<file path="src/rtl/snake_pkg.sv">
// Shared snake datapath definitions: direction encoding and helpers.
package snake_pkg;

    typedef logic [1:0] dir_t;

    localparam dir_t DIR_UP    = 2'b00;
    localparam dir_t DIR_RIGHT = 2'b01;
    localparam dir_t DIR_DOWN  = 2'b10;
    localparam dir_t DIR_LEFT  = 2'b11;

    // The encoding places opposing directions two apart, so flipping the MSB reverses.
    function automatic dir_t opposite(dir_t d);
        return d ^ 2'b10;
    endfunction

endpackage

</file>
<file path="src/rtl/btn_debounce.sv">
// Two-flop synchroniser, stability-counter debounce and rising-edge press pulse
// for one active-high push-button.
module btn_debounce #(
    parameter int unsigned DEBOUNCE_CYCLES = 250000,
    parameter int unsigned CNT_W           = 18
) (
    input  logic clk,
    input  logic reset_pix,
    input  logic btn_i,
    output logic press_o
);

    localparam logic [CNT_W-1:0] CntLast = CNT_W'(DEBOUNCE_CYCLES - 1);

    logic             sync1_q, sync2_q;
    logic             deb_q, deb_d;
    logic             deb_prev_q;
    logic [CNT_W-1:0] cnt_q, cnt_d;

    always_comb begin
        cnt_d = cnt_q;
        deb_d = deb_q;
        if (sync2_q != deb_q) begin
            if (cnt_q == CntLast) begin
                deb_d = sync2_q;
                cnt_d = '0;
            end else begin
                cnt_d = cnt_q + CNT_W'(1);
            end
        end else begin
            cnt_d = '0;
        end
    end

    always_ff @(posedge clk or posedge reset_pix) begin
        if (reset_pix) begin
            sync1_q    <= 1'b0;
            sync2_q    <= 1'b0;
            cnt_q      <= '0;
            deb_q      <= 1'b0;
            deb_prev_q <= 1'b0;
        end else begin
            sync1_q    <= btn_i;
            sync2_q    <= sync1_q;
            cnt_q      <= cnt_d;
            deb_q      <= deb_d;
            deb_prev_q <= deb_q;
        end
    end

    assign press_o = deb_q & ~deb_prev_q;

endmodule

</file>
<file path="src/rtl/turn_queue.sv">
// Button-to-direction input stage: debounced presses are filtered for reversals and
// no-op turns, queued, and applied one per game tick.
module turn_queue
    import snake_pkg::*;
#(
    parameter int unsigned DEBOUNCE_CYCLES = 250000,
    parameter int unsigned DEPTH           = 2,
    parameter int unsigned CNT_W           = 18
) (
    input  logic       clk,
    input  logic       reset_pix,
    input  logic       btn_u,
    input  logic       btn_d,
    input  logic       btn_l,
    input  logic       btn_r,
    input  logic       tick,
    output logic [1:0] dir,
    output logic [1:0] q_count,
    output logic       overflow
);

    localparam logic [1:0] PtrLast = 2'(DEPTH - 1);
    localparam logic [1:0] CntMax  = 2'(DEPTH);

    logic [3:0] raw_btn;
    logic [3:0] press;

    assign raw_btn = {btn_r, btn_l, btn_d, btn_u};

    for (genvar i = 0; i < 4; i++) begin : g_btn
        btn_debounce #(
            .DEBOUNCE_CYCLES (DEBOUNCE_CYCLES),
            .CNT_W           (CNT_W)
        ) u_btn_debounce (
            .clk       (clk),
            .reset_pix (reset_pix),
            .btn_i     (raw_btn[i]),
            .press_o   (press[i])
        );
    end

    function automatic logic [1:0] ptr_inc(logic [1:0] p);
        return (p == PtrLast) ? 2'd0 : p + 2'd1;
    endfunction

    function automatic logic [1:0] ptr_dec(logic [1:0] p);
        return (p == 2'd0) ? PtrLast : p - 2'd1;
    endfunction

    // Storage is sized for the largest legal depth so 2-bit pointers index it exactly.
    dir_t       mem_q [4];
    dir_t       dir_q, dir_d;
    logic [1:0] head_q, head_d;
    logic [1:0] tail_q, tail_d;
    logic [1:0] count_q, count_d;
    logic       overflow_q, overflow_d;

    logic req_valid, accept, push, pop;
    dir_t req_dir, ref_dir;

    always_comb begin
        req_valid = 1'b1;
        req_dir   = DIR_UP;
        if (press[0]) begin
            req_dir = DIR_UP;
        end else if (press[1]) begin
            req_dir = DIR_DOWN;
        end else if (press[2]) begin
            req_dir = DIR_LEFT;
        end else if (press[3]) begin
            req_dir = DIR_RIGHT;
        end else begin
            req_valid = 1'b0;
        end

        // Compare against the last queued turn so chained presses stay legal relative
        // to each other, not to the direction still on screen.
        ref_dir = (count_q != 2'd0) ? mem_q[ptr_dec(tail_q)] : dir_q;
        accept  = req_valid && (req_dir != ref_dir) && (req_dir != opposite(ref_dir));
        pop     = tick && (count_q != 2'd0);
        push    = accept && ((count_q < CntMax) || pop);

        overflow_d = accept && !push;
        dir_d      = pop ? mem_q[head_q] : dir_q;
        head_d     = pop ? ptr_inc(head_q) : head_q;
        tail_d     = push ? ptr_inc(tail_q) : tail_q;
        count_d    = count_q;
        if (push && !pop) begin
            count_d = count_q + 2'd1;
        end else if (pop && !push) begin
            count_d = count_q - 2'd1;
        end
    end

    always_ff @(posedge clk or posedge reset_pix) begin
        if (reset_pix) begin
            for (int i = 0; i < 4; i++) begin
                mem_q[i] <= DIR_UP;
            end
            dir_q      <= DIR_RIGHT;
            head_q     <= 2'd0;
            tail_q     <= 2'd0;
            count_q    <= 2'd0;
            overflow_q <= 1'b0;
        end else begin
            if (push) begin
                mem_q[tail_q] <= req_dir;
            end
            dir_q      <= dir_d;
            head_q     <= head_d;
            tail_q     <= tail_d;
            count_q    <= count_d;
            overflow_q <= overflow_d;
        end
    end

    assign dir      = dir_q;
    assign q_count  = count_q;
    assign overflow = overflow_q;

endmodule

</file>
<file path="config.mk">
export PLATFORM = sky130hd
export DESIGN_NAME = turn_queue
export DESIGN_NICKNAME = d
export VERILOG_FILES = /design/src/rtl/snake_pkg.sv /design/src/rtl/btn_debounce.sv /design/src/rtl/turn_queue.sv
export SDC_FILE = /design/constraint.sdc
export NUM_CORES = 1
export LEC_CHECK = 0
export BUFFER_PORTS_ARGS = -buffer_cell sky130_fd_sc_hd__buf_4
export CAP_MARGIN = 20
export CORE_AREA = 3 3 97 99
export CTS_CLUSTER_SIZE = 16
export DETAILED_ROUTE_END_ITERATION = 8
export DIE_AREA = 0 0 100 102
export PLACE_DENSITY = 0.8
export RECOVER_POWER = 25
export SYNTH_ARGS = -nofsm -noshare
export SYNTH_HDL_FRONTEND = slang
export SYNTH_SLANG_ARGS = --single-unit
export TNS_END_PERCENT = 20
</file>
<file path="constraint.sdc">
create_clock -name clk -period 3.15 [get_ports clk]
set_clock_uncertainty 0.05 [all_clocks]
set_input_delay 0.4725 -clock clk [delete_from_list [all_inputs] [get_ports clk]]
set_output_delay 0.4725 -clock clk [all_outputs]
set_load 0.005 [all_outputs]
</file>
* Yosys cells after proc, flatten, opt, wreduce, memory -nomap -nowiden
Index checks and enable logic that the tools add are counted.
Cells by class: eq/ne operators 12, reduce and logical (&&, ||, !) cells 18, multiplexer cells 31, bitwise gates (word level) 12, add/sub/neg operators 9, $lt $le $gt $ge 5
Operator list (number):
- 18-bit 2-to-1 mux | 8
- 18-bit by 1-bit adder with 18-bit output, second input constant | 4
- 18-bit == test, second input constant | 4
- 2-bit 2-to-1 mux | 14
- 3-bit greater-or-equal comparator, second input constant | 3
- 2-bit NOT with 3-bit output | 3
- 2-bit binary-select mux with 2-bit select | 2
- 8-bit bitwise mux | 1
- 1-bit logical AND | 8
- 2-bit AND reduction | 4
- 2-bit by 1-bit adder with 2-bit output, second input constant | 3
- 1-bit 2-to-1 mux | 5
- 1-bit NOT | 5
- 1-bit bitwise AND | 4
- 2-bit demux with 2-bit select | 1
- 2-bit by 1-bit == test with 1-bit output, second input constant | 2
- 1-bit inequality test | 4
- 2-bit inequality test | 2
- 2-bit nonzero test | 2
- 2-bit by 1-bit subtractor with 2-bit output, second input constant | 2
- 3-bit by 1-bit < comparator with 1-bit output, second input constant | 1
- 1-bit logical NOT | 2
- 2-bit logical NOT | 1
- 2-bit < comparator, second input constant | 1
- 1-bit logical OR | 1
Storage, ports and cells: input bits 7, flip-flop bits (word level) 105, logic and storage cells 116, output and inout bits 5

* Logic depth before layout (Yosys ltp)
Gate-level depths: netlist of the first run.
word-level depth 15, mapped depth 9

* By module
A second synthesis of the first run with hierarchy kept.
Second synthesis, totals: cells, all modules 500, area total of the unflattened synthesis 5248.8 um^2
By module, submodules not included:
- btn_debounce | cells an instance 106, area each 1087.3 um^2, times used 4
- turn_queue | cells an instance 76, area each 899.6 um^2, times used 1

* Least setup slack after synthesis of the first run
No wires, ideal clock.
kind reg-to-reg, from register dir_q[0], in the netlist dir[0], to register count_q[1], in the netlist q_count[1], arrival time 2.002 ns, library setup time 0.129 ns, stages on the path, launching flop included 9, buffers on the path 0, setup slack 0.968 ns, required time 2.971 ns, path through dfstp_2 -> or3b_1 -> o221ai_2 -> mux2_4 -> nor2_1 -> ha_1 -> xor2_1 -> nor2_1 -> xor2_1
Between the ends: word-level cells in the longest chain between the ends 8, elaborated cells between the ends (all ways) 11, classes of those cells eq/ne (2); mux (2); reduce/logical (7)
RTL lines:
- from (decl) | line turn_queue.sv:52 | dir_t dir_q, dir_d;
- from (signal assigned) | line turn_queue.sv:109 | dir_q <= dir_d;
- 2-bit 2-to-1 mux * | line turn_queue.sv:78 | ref_dir = (count_q != 2'd0) ? mem_q[ptr_dec(tail_q)] : dir_q;
- 2-bit inequality test | line turn_queue.sv:79 | accept = req_valid && (req_dir != ref_dir) && (req_dir != opposite(ref_dir));
- 1-bit logical AND | line turn_queue.sv:79
- 1-bit logical AND * | line turn_queue.sv:79
- 1-bit logical AND * | line turn_queue.sv:81 | push = accept && ((count_q < CntMax) || pop);
- via push | line turn_queue.sv:58 | logic req_valid, accept, push, pop;
- 1-bit logical NOT | line turn_queue.sv:90 | end else if (pop && !push) begin
- 1-bit logical AND | line turn_queue.sv:90
- 2-bit nonzero test (no line)
- to (signal assigned) | line turn_queue.sv:112 | count_q <= count_d;
- to (decl) | line turn_queue.sv:55 | logic [1:0] count_q, count_d;
Mark *: on every way through the listed nets, which the timed path passes. The rest lies on a longest branch. A chain may end at the register's enable or synchronous reset.

* Final worst setup path of the first run
from register tail_q[1], to register count_q[1], in the netlist q_count[1]
Between the ends: word-level cells in the longest chain between the ends 14, elaborated cells between the ends (all ways) 19, classes of those cells add/sub (1); eq/ne (2); mux (6); bitwise (2); reduce/logical (8)
RTL lines:
- from (decl) | line turn_queue.sv:54 | logic [1:0] tail_q, tail_d;
- from (signal assigned) | line turn_queue.sv:111 | tail_q <= tail_d;
- 2-bit by 1-bit subtractor with 2-bit output / 2-bit logical NOT (equally long branches) | line turn_queue.sv:47 | return (p == 2'd0) ? PtrLast : p - 2'd1;
- 2-bit 2-to-1 mux * | line turn_queue.sv:47
- 2-bit NOT with 3-bit output (implied by the code) * | line turn_queue.sv:78
- 2-bit binary-select mux with 2-bit select * | line turn_queue.sv:78
- 2-bit 2-to-1 mux (implied by the code) * (2 in series) | line turn_queue.sv:78
- 2-bit 2-to-1 mux * | line turn_queue.sv:78
- 2-bit inequality test / 1-bit NOT (equally long branches)
- 1-bit logical AND / 2-bit inequality test (equally long branches) | line turn_queue.sv:79
- 1-bit logical AND * | line turn_queue.sv:79
- 1-bit logical AND * | line turn_queue.sv:81
- via push | line turn_queue.sv:58
- 1-bit logical NOT | line turn_queue.sv:90
- 1-bit logical AND | line turn_queue.sv:90
- 2-bit nonzero test (no line)
Mark *: on every way through the listed nets, which the timed path passes. The rest lies on a longest branch. The select of a mux whose other input is x is not followed.

==> results of run 1 <==
## state kept, by name, summed over array words and instances (netlist names)
| name | flops |
|---|---|
| mem_q | 8 |
| overflow | 1 |
| q_count | 2 |
| tail_q | 2 |
| dir | 2 |
| g_btn.u_btn_debounce.sync1_q | 4 |
| g_btn.u_btn_debounce.deb_prev_q | 4 |
| head_q | 2 |
| g_btn.u_btn_debounce.deb_q | 4 |
| g_btn.u_btn_debounce.cnt_q | 72 |
| g_btn.u_btn_debounce.sync2_q | 4 |
## cell type report
type | instances | area share, %
Sequential cell | 105 | 50.88
Tap cell | 108 | 2.616
Clock buffer | 9 | 2.398
Multi-Input combinational cell | 331 | 40.71
Inverter | 8 | 0.6055
Clock inverter | 6 | 1.017
Timing Repair Buffer | 13 | 1.768
## layer usage
| layer | track usage [%] | vias up | share of wire (%) | wire length [µm] |
|---|---|---|---|---|
| li1 | - | 1556 | - | - |
| met1 | 22.11 | 1627 | 47 | 3760 |
| met2 | 28.94 | 45 | 49 | 3949 |
| met3 | 4.983 | 8 | 3.4 | 272 |
| met4 | 4.352 | 0 | 0.76 | 61 |
| met5 | 0 | - | 0 | 0 |
## stage by stage
stage	util (%)	instance area, µm²	hold WS (ns)	worst slack [ns]
after floorplan	-	4823	0.2812	0.9685
final	59.82	5166	0.1785	0.8003
after CTS	60.07	5187	0.1372	0.8113
after global placement	58.03	5011	0.2852	0.8995
after detailed placement	58.03	5011	0.2855	0.8435
after global routing	59.82	5166	0.1524	0.4057
## cell usage after synthesis, types with 5 or more instances
master    count  share of area [%]
nor2_1       91                7.1
mux2_2        9                2.1
nand3_1      29                3.0
nand4_1       9                1.2
and3_1       12                1.6
dfrtp_1     104                 54
nor4_1        8                1.0
xnor2_1      25                4.5
o21ai_0       8               0.83
nand2b_1      5               0.65
and4_1        8                1.5
xor2_1       46                8.4
inv_1         8               0.62
nand2_1      30                2.3
ha_1          5                1.3
## cells by family (layout without fill, tap and decap cells)
| family | after synthesis | after routing | share of synthesized area (%) |
|---|---|---|---|
| xor+xnor | 71 | 71 | 12.90 |
| flops | 105 | 105 | 54.54 |
| compound gates | 20 | 20 | 2.622 |
| mux | 14 | 14 | 3.868 |
| buf+inv | 17 | 36 | 1.817 |
| fa+ha+maj | 5 | 5 | 1.298 |
| simple gates | 221 | 221 | 22.95 |
## power by group
part / total (mW) / internal, mW / switching, mW
sequential: 1.46 / 1.40 / 0.0601
combinational: 0.211 / 0.102 / 0.110
clock: 0.763 / 0.297 / 0.466
## how the worst max path moves through the flow
stage	startpoint	end	cells past startpoint
floorplan	dir[0]	q_count[1]	8
global placement	dir[0]	q_count[1]	8
detailed placement	tail_q[1]	q_count[1]	8
CTS	tail_q[1]	q_count[1]	8
global route	reset_pix	g_btn[1].u_btn_debounce.cnt_q[17]	3
finish	tail_q[1]	q_count[1]	8
## worst max-delay path: cells and delay by family (launching register included)
kind,cells,cell delay (ns)
flip-flops,1,0.59
AND/OR/NAND/NOR,2,0.23
XOR/XNOR,2,0.28
multiplexers,2,0.56
AO/OA/AOI/OAI,1,0.32
adder cells (fa/ha/maj),1,0.19
==> qor.txt, run 1 <==
status: complete, but fails checks
failing checks: capacitance limit, slew limit
fin crit period: 2.350 ns
IO Pins: 12
first-pass GRT wire length: 14350 µm
clock latency on the worst-skew pair: 0.36 ns
Mapped Nets: 465
DR WL/cell: 13.87 µm
# Post-CTS Setup Buffers: 0
ant diodes: 0
Slew Limit Fails: 40
crit start category: register
I/O Buffers: 11
CTS tree: yes
number of flops mapped to enable cells by yosys: 0
Tot GR Track Use: 17.19%
Critical Path Fanout Max: 10
area of the multi-input gates: 0.002103 mm²
Reg area: 0.002629 mm²
Setup CP Type: register to register
post-DP HPWL: 5648 µm
max cap viols: 1
Starting Density: 55.81%
WL final: 8043 µm
Placed Instances: 565
Vias/cell: 5.579
hold endpoint: g_btn[0].u_btn_debounce.sync1_q
critical path endpoint category: register
number of gates resized after CTS: 0
CP cell instances: mux2i_1, o221ai_2, mux2_4, nor2_1, ha_1, xor2_1, nor2_1, xor2_1
Rows: 34
library cells used by synthesis: 46
CP Data Arrival Time: 2.55 ns
Remaining DRCs: 0
Placer Congestion: 0.8843
die height: 102 µm
Num CTS Buffers: 9
area grow syn2layout: 7.191%
drt first pass iters: 4
DIE WIDTH: 100 µm
Crit path required time: 3.35 ns
Largest stage delay, worst path: 0.59 ns
Post-synth top flop: dfrtp_1
Tcrit/Tclk final: 74.59%
DR vias: 3236
core box area: 0.008636 mm²
worst-margin pin slew: 1.628 ns
Bufs on Longest Clock Path: 2
Max-slew headroom: -9.148%
worst reg2reg path endpoint: q_count[1]
post-synthesis register bit count: 105
CP max-delay cell: dfrtp_1
CTS H-tree depth: 3
share of cells above drive strength 1: 11.02%
final hold vios: 0
total power: 2.432 mW
synth warn: 0
number of fill cells: 707
commonest non-fill, non-tap cells in the layout: dfrtp_1, nor2_1, xor2_1, nand2_1, nand3_1
Hold Startpoint: btn_u
leak pwr: 2.267 nW
Cells after Synth: 453
final net count: 480
setup TNS: 0 ns
die area: 0.01020 mm²
Reg-to-Reg Start: tail_q[1]
initial antenna violation count: 0
Mapped Area: 0.004820 mm²
pwr/cell area: 470.7 mW/mm²
CTS clock-pin slew for the worst setup and hold paths: 0.10 ns
Max Fclk: 0.4256 GHz
RSZ-0062 raised after global routing: false
drt initial violations: 124
final setup fails: 0
Worst R2R Setup Slack: 0.80 ns
reg2reg path depth: 8
Post-Layout Cell Count: 580
commonest non-fill, non-tap cell in the layout: dfrtp_1
count of clock tree sinks: 105
post-synthesis sequential area ratio: 54.54%
Congestion Overflow GR: 0
HP Class: primary input to register
largest net degree at the start of global routing: 49
Peak VDD IR: 225.3 µV
post-synthesis async set-or-reset flop share: 100.0%
Final ANT Viol Nets: 0
root buffer cell: clkbuf_8
hold depth: 1
vias in the first global route: 3302
Synth Area per Inst: 10.64 µm²
Hold-fix buffers, CTS: 0
(Power assumes the default switching activity.)
==> run 2, diff against run 1 <==
- ABC_AREA: unset -> 1
- CORE_AREA: 3 3 97 99 -> 3 3 103 105
- DIE_AREA: 0 0 100 102 -> 0 0 106 108
- PLACE_DENSITY: 0.8 -> 0.81
- clock period: 3.15 -> 2.3 ns (I/O delays scaled with it)
==> run 2 against run 1 <==
Effect of this change: the flow now finishes without violations; routed wire length rose by 41%; area after synthesis is 20% higher; sequential share of layout area down 9.1 points.
==> qor.txt, run 2 <==
Congestion Overflow GR: 0 (unchanged)
Setup CP Type: register to register
Remaining DRCs: 0 (unchanged)
synth warn: 0 (unchanged)
I/O Buffers: 11 (unchanged)
Max Fclk: 0.4826 GHz (+13%)
CTS clock-pin slew for the worst setup and hold paths: 0.10 ns (about the same)
vias in the first global route: 4637 (+40%)
clock latency on the worst-skew pair: 0.39 ns (+0.03 ns)
post-DP HPWL: 8602 µm (+52%)
DIE WIDTH: 106 µm (+6.0%)
initial antenna violation count: 0 (unchanged)
Tot GR Track Use: 21.89% (+4.7 points)
Reg with most FFs: g_btn.u_btn_debounce.cnt_q
drt initial violations: 226 (+82%)
Mapped Area: 0.005779 mm² (+20%)
Peak VDD IR: 443.5 µV (+97%)
Vias/cell: 5.304 (-4.9%)
Post-synth top cells: nor2_1, nand2_1, dfrtp_1
Max-slew headroom: 18.18% (+27 points)
post-synthesis sequential area ratio: 45.49% (-9.1 points)
critical path endpoint category: register
setup TNS: 0 ns (unchanged)
leak pwr: 2.822 nW (+24%)
CTS tree: yes
final worst setup slack: 0.2277 ns (-0.5726 ns)
number of fill cells: 852 (+21%)
final hold vios: 0 (unchanged)
final setup fails: 0 (unchanged)
die area: 0.01145 mm² (+12%)
library cells used by synthesis: 37 (-20%)
CTS H-tree depth: 3 (unchanged)
most common cell in the netlist: nor2_1
share of cells above drive strength 1: 13.59% (+2.6 points)
pwr/cell area: 511.4 mW/mm² (+8.7%)
post-synthesis async set-or-reset flop share: 100.0% (unchanged)
status: finished clean
RSZ-0062 raised after global routing: false
Final ANT Viol Nets: 0 (unchanged)
worst-margin pin slew: 1.221 ns (-0.4077 ns)
max reg flops: 72 (unchanged)
Post-synth top flop: dfrtp_1
Rows: 36 (+5.9%)
Mapped Nets: 746 (+60%)
drt first pass iters: 5 (+1)
Yosys top cell area share: 45.03% (-9.0 points)
post-synthesis register bit count: 105 (unchanged)
Crit path required time: 2.52 ns (-0.83 ns)
largest net degree at the start of global routing: 49 (unchanged)
Post-Layout Cell Count: 898 (+55%)
Synth Area per Inst: 7.874 µm² (-26%)
Slew Limit Fails: 0 (-100%)
pre-CTS setup slack: 0.2336 ns (-0.6099 ns)
# Post-CTS Setup Buffers: 0 (unchanged)
Critical Path Fanout Max: 15 (+5)
area grow syn2layout: 8.898%
Largest regs: g_btn.u_btn_debounce.cnt_q (72), mem_q (8)
top area cells in the synthesized netlist: dfrtp_1, nor2_1, nand2_1
Placed Instances: 877 (+55%)
Tcrit/Tclk final: 90.10% (+16 points)
HP Class: register to register
root buffer cell: clkbuf_8
die height: 108 µm (+5.9%)
commonest non-fill, non-tap cell in the layout: nor2_1
DR WL/cell: 12.61 µm (-9.0%)
WL final: 11330 µm (+41%)
DR vias: 4763 (+47%)
number of flops mapped to enable cells by yosys: 0 (unchanged)
commonest non-fill, non-tap cells in the layout: nor2_1, nand2_1, dfrtp_1, inv_1, nand3_1
crit start category: register
max cap viols: 0 (-1)
CP Data Arrival Time: 2.30 ns (-0.25 ns)
IO Pins: 12 (unchanged)
count of clock tree sinks: 105 (unchanged)
first-pass GRT wire length: 20260 µm (+41%)
Cells after Synth: 734 (+62%)
final net count: 772 (+61%)
Starting Density: 59.40% (+3.6 points)
Bufs on Longest Clock Path: 2 (unchanged)
ant diodes: 0 (unchanged)
Num CTS Buffers: 9 (unchanged)
Placer Congestion: 0.9709 (+9.8%)
core box area: 0.009729 mm² (+13%)
Yosys top cell by area: dfrtp_1
fin crit period: 2.072 ns (-0.2774 ns)
[run 2: area by class of cell]
type / instances / area [µm²] / share of cell area (%)
repair buffers: 19 / 176.4 / 2.803
inverters: 102 / 384.1 / 6.103
clock buffers: 9 / 123.9 / 1.968
clock inverters: 7 / 83.83 / 1.332
flip-flops and latches: 105 / 2629 / 41.77
multi-input cells: 523 / 2730 / 43.38
well taps: 133 / 166.4 / 2.644
[run 2: cell families (layout without fill, tap and decap cells)]
kind of cell             count (synthesis)  after routing  synth area share (%)
buffers and inverters                  106            137                 7.079
adder cells (fa/ha/maj)                  5              5                 1.082
AND/OR/NAND/NOR                        438            438                 36.52
AO/OA/AOI/OAI                           48             48                 4.850
XOR/XNOR                                32             32                 4.980
flip-flops                             105            105                 45.49
[run 2: worst paths after layout]
kind / end / slack (ns) / start / depth (start not counted)
worst max-delay path: q_count[1] / 0.23 / g_btn[1].u_btn_debounce.deb_q / 11
min in group asynchronous: g_btn[0].u_btn_debounce.cnt_q[4] / 0.71 / reset_pix / 3
max in group asynchronous: dir[0] / 0.66 / reset_pix / 4
worst max register to register: q_count[1] / 0.23 / g_btn[1].u_btn_debounce.deb_q / 11
worst min-delay path: g_btn[2].u_btn_debounce.sync2_q / 0.32 / g_btn[2].u_btn_debounce.sync1_q / 0
worst min register to register: g_btn[2].u_btn_debounce.sync2_q / 0.32 / g_btn[2].u_btn_debounce.sync1_q / 0
[run 2: timing repair]
| action | CTS | global route |
|---|---|---|
| hold endpoints to repair | 26 | 2 |
| resized for setup | 0 | 0 |
| hold buffers | 3 | 2 |
[run 2: through the flow]
step                      power (mW)  instance area (µm²)  hold slack (ns)  util, %
final                          3.219                 6294           0.3213    64.69
after global routing           3.365                 6294           0.3196    64.69
after CTS                      3.263                 6291         0.001887    64.66
after detailed placement       2.049                 6053           0.2909    62.22
after global placement         2.044                 6053           0.2825    62.22
after floorplan                2.002                 5783           0.2812        -
[run 2: metal layers]
layer / global-route usage, % / part of all wire, % / up-vias
li1: - / - / 2382
met1: 28.67 / 45 / 2247
met2: 35.75 / 48 / 113
met3: 5.433 / 5.0 / 21
met4: 7.863 / 1.9 / 0
met5: 0 / 0 / -
[run 2: power by group]
| part | switching [mW] | leakage (nW) | total, mW | internal (mW) |
|---|---|---|---|---|
| Sequential | 0.0200 | 1.42 | 1.89 | 1.87 |
| Clock | 0.679 | 0.108 | 1.21 | 0.526 |
| Combinational | 0.0852 | 1.29 | 0.125 | 0.0398 |
| Total | 0.784 | 2.82 | 3.22 | 2.43 |
[run 2: critical path, cell delays in order (launching register included)]
cell and delay, ns:
dfrtp_1 0.43, nand2_1 0.10, nand2_1 0.17, nor2_8 0.18
nand3_2 0.11, nand2_4 0.15, nand2_1 0.08, inv_1 0.07
ha_1 0.25, a21oi_1 0.12, o21ai_0 0.11, xnor2_1 0.14
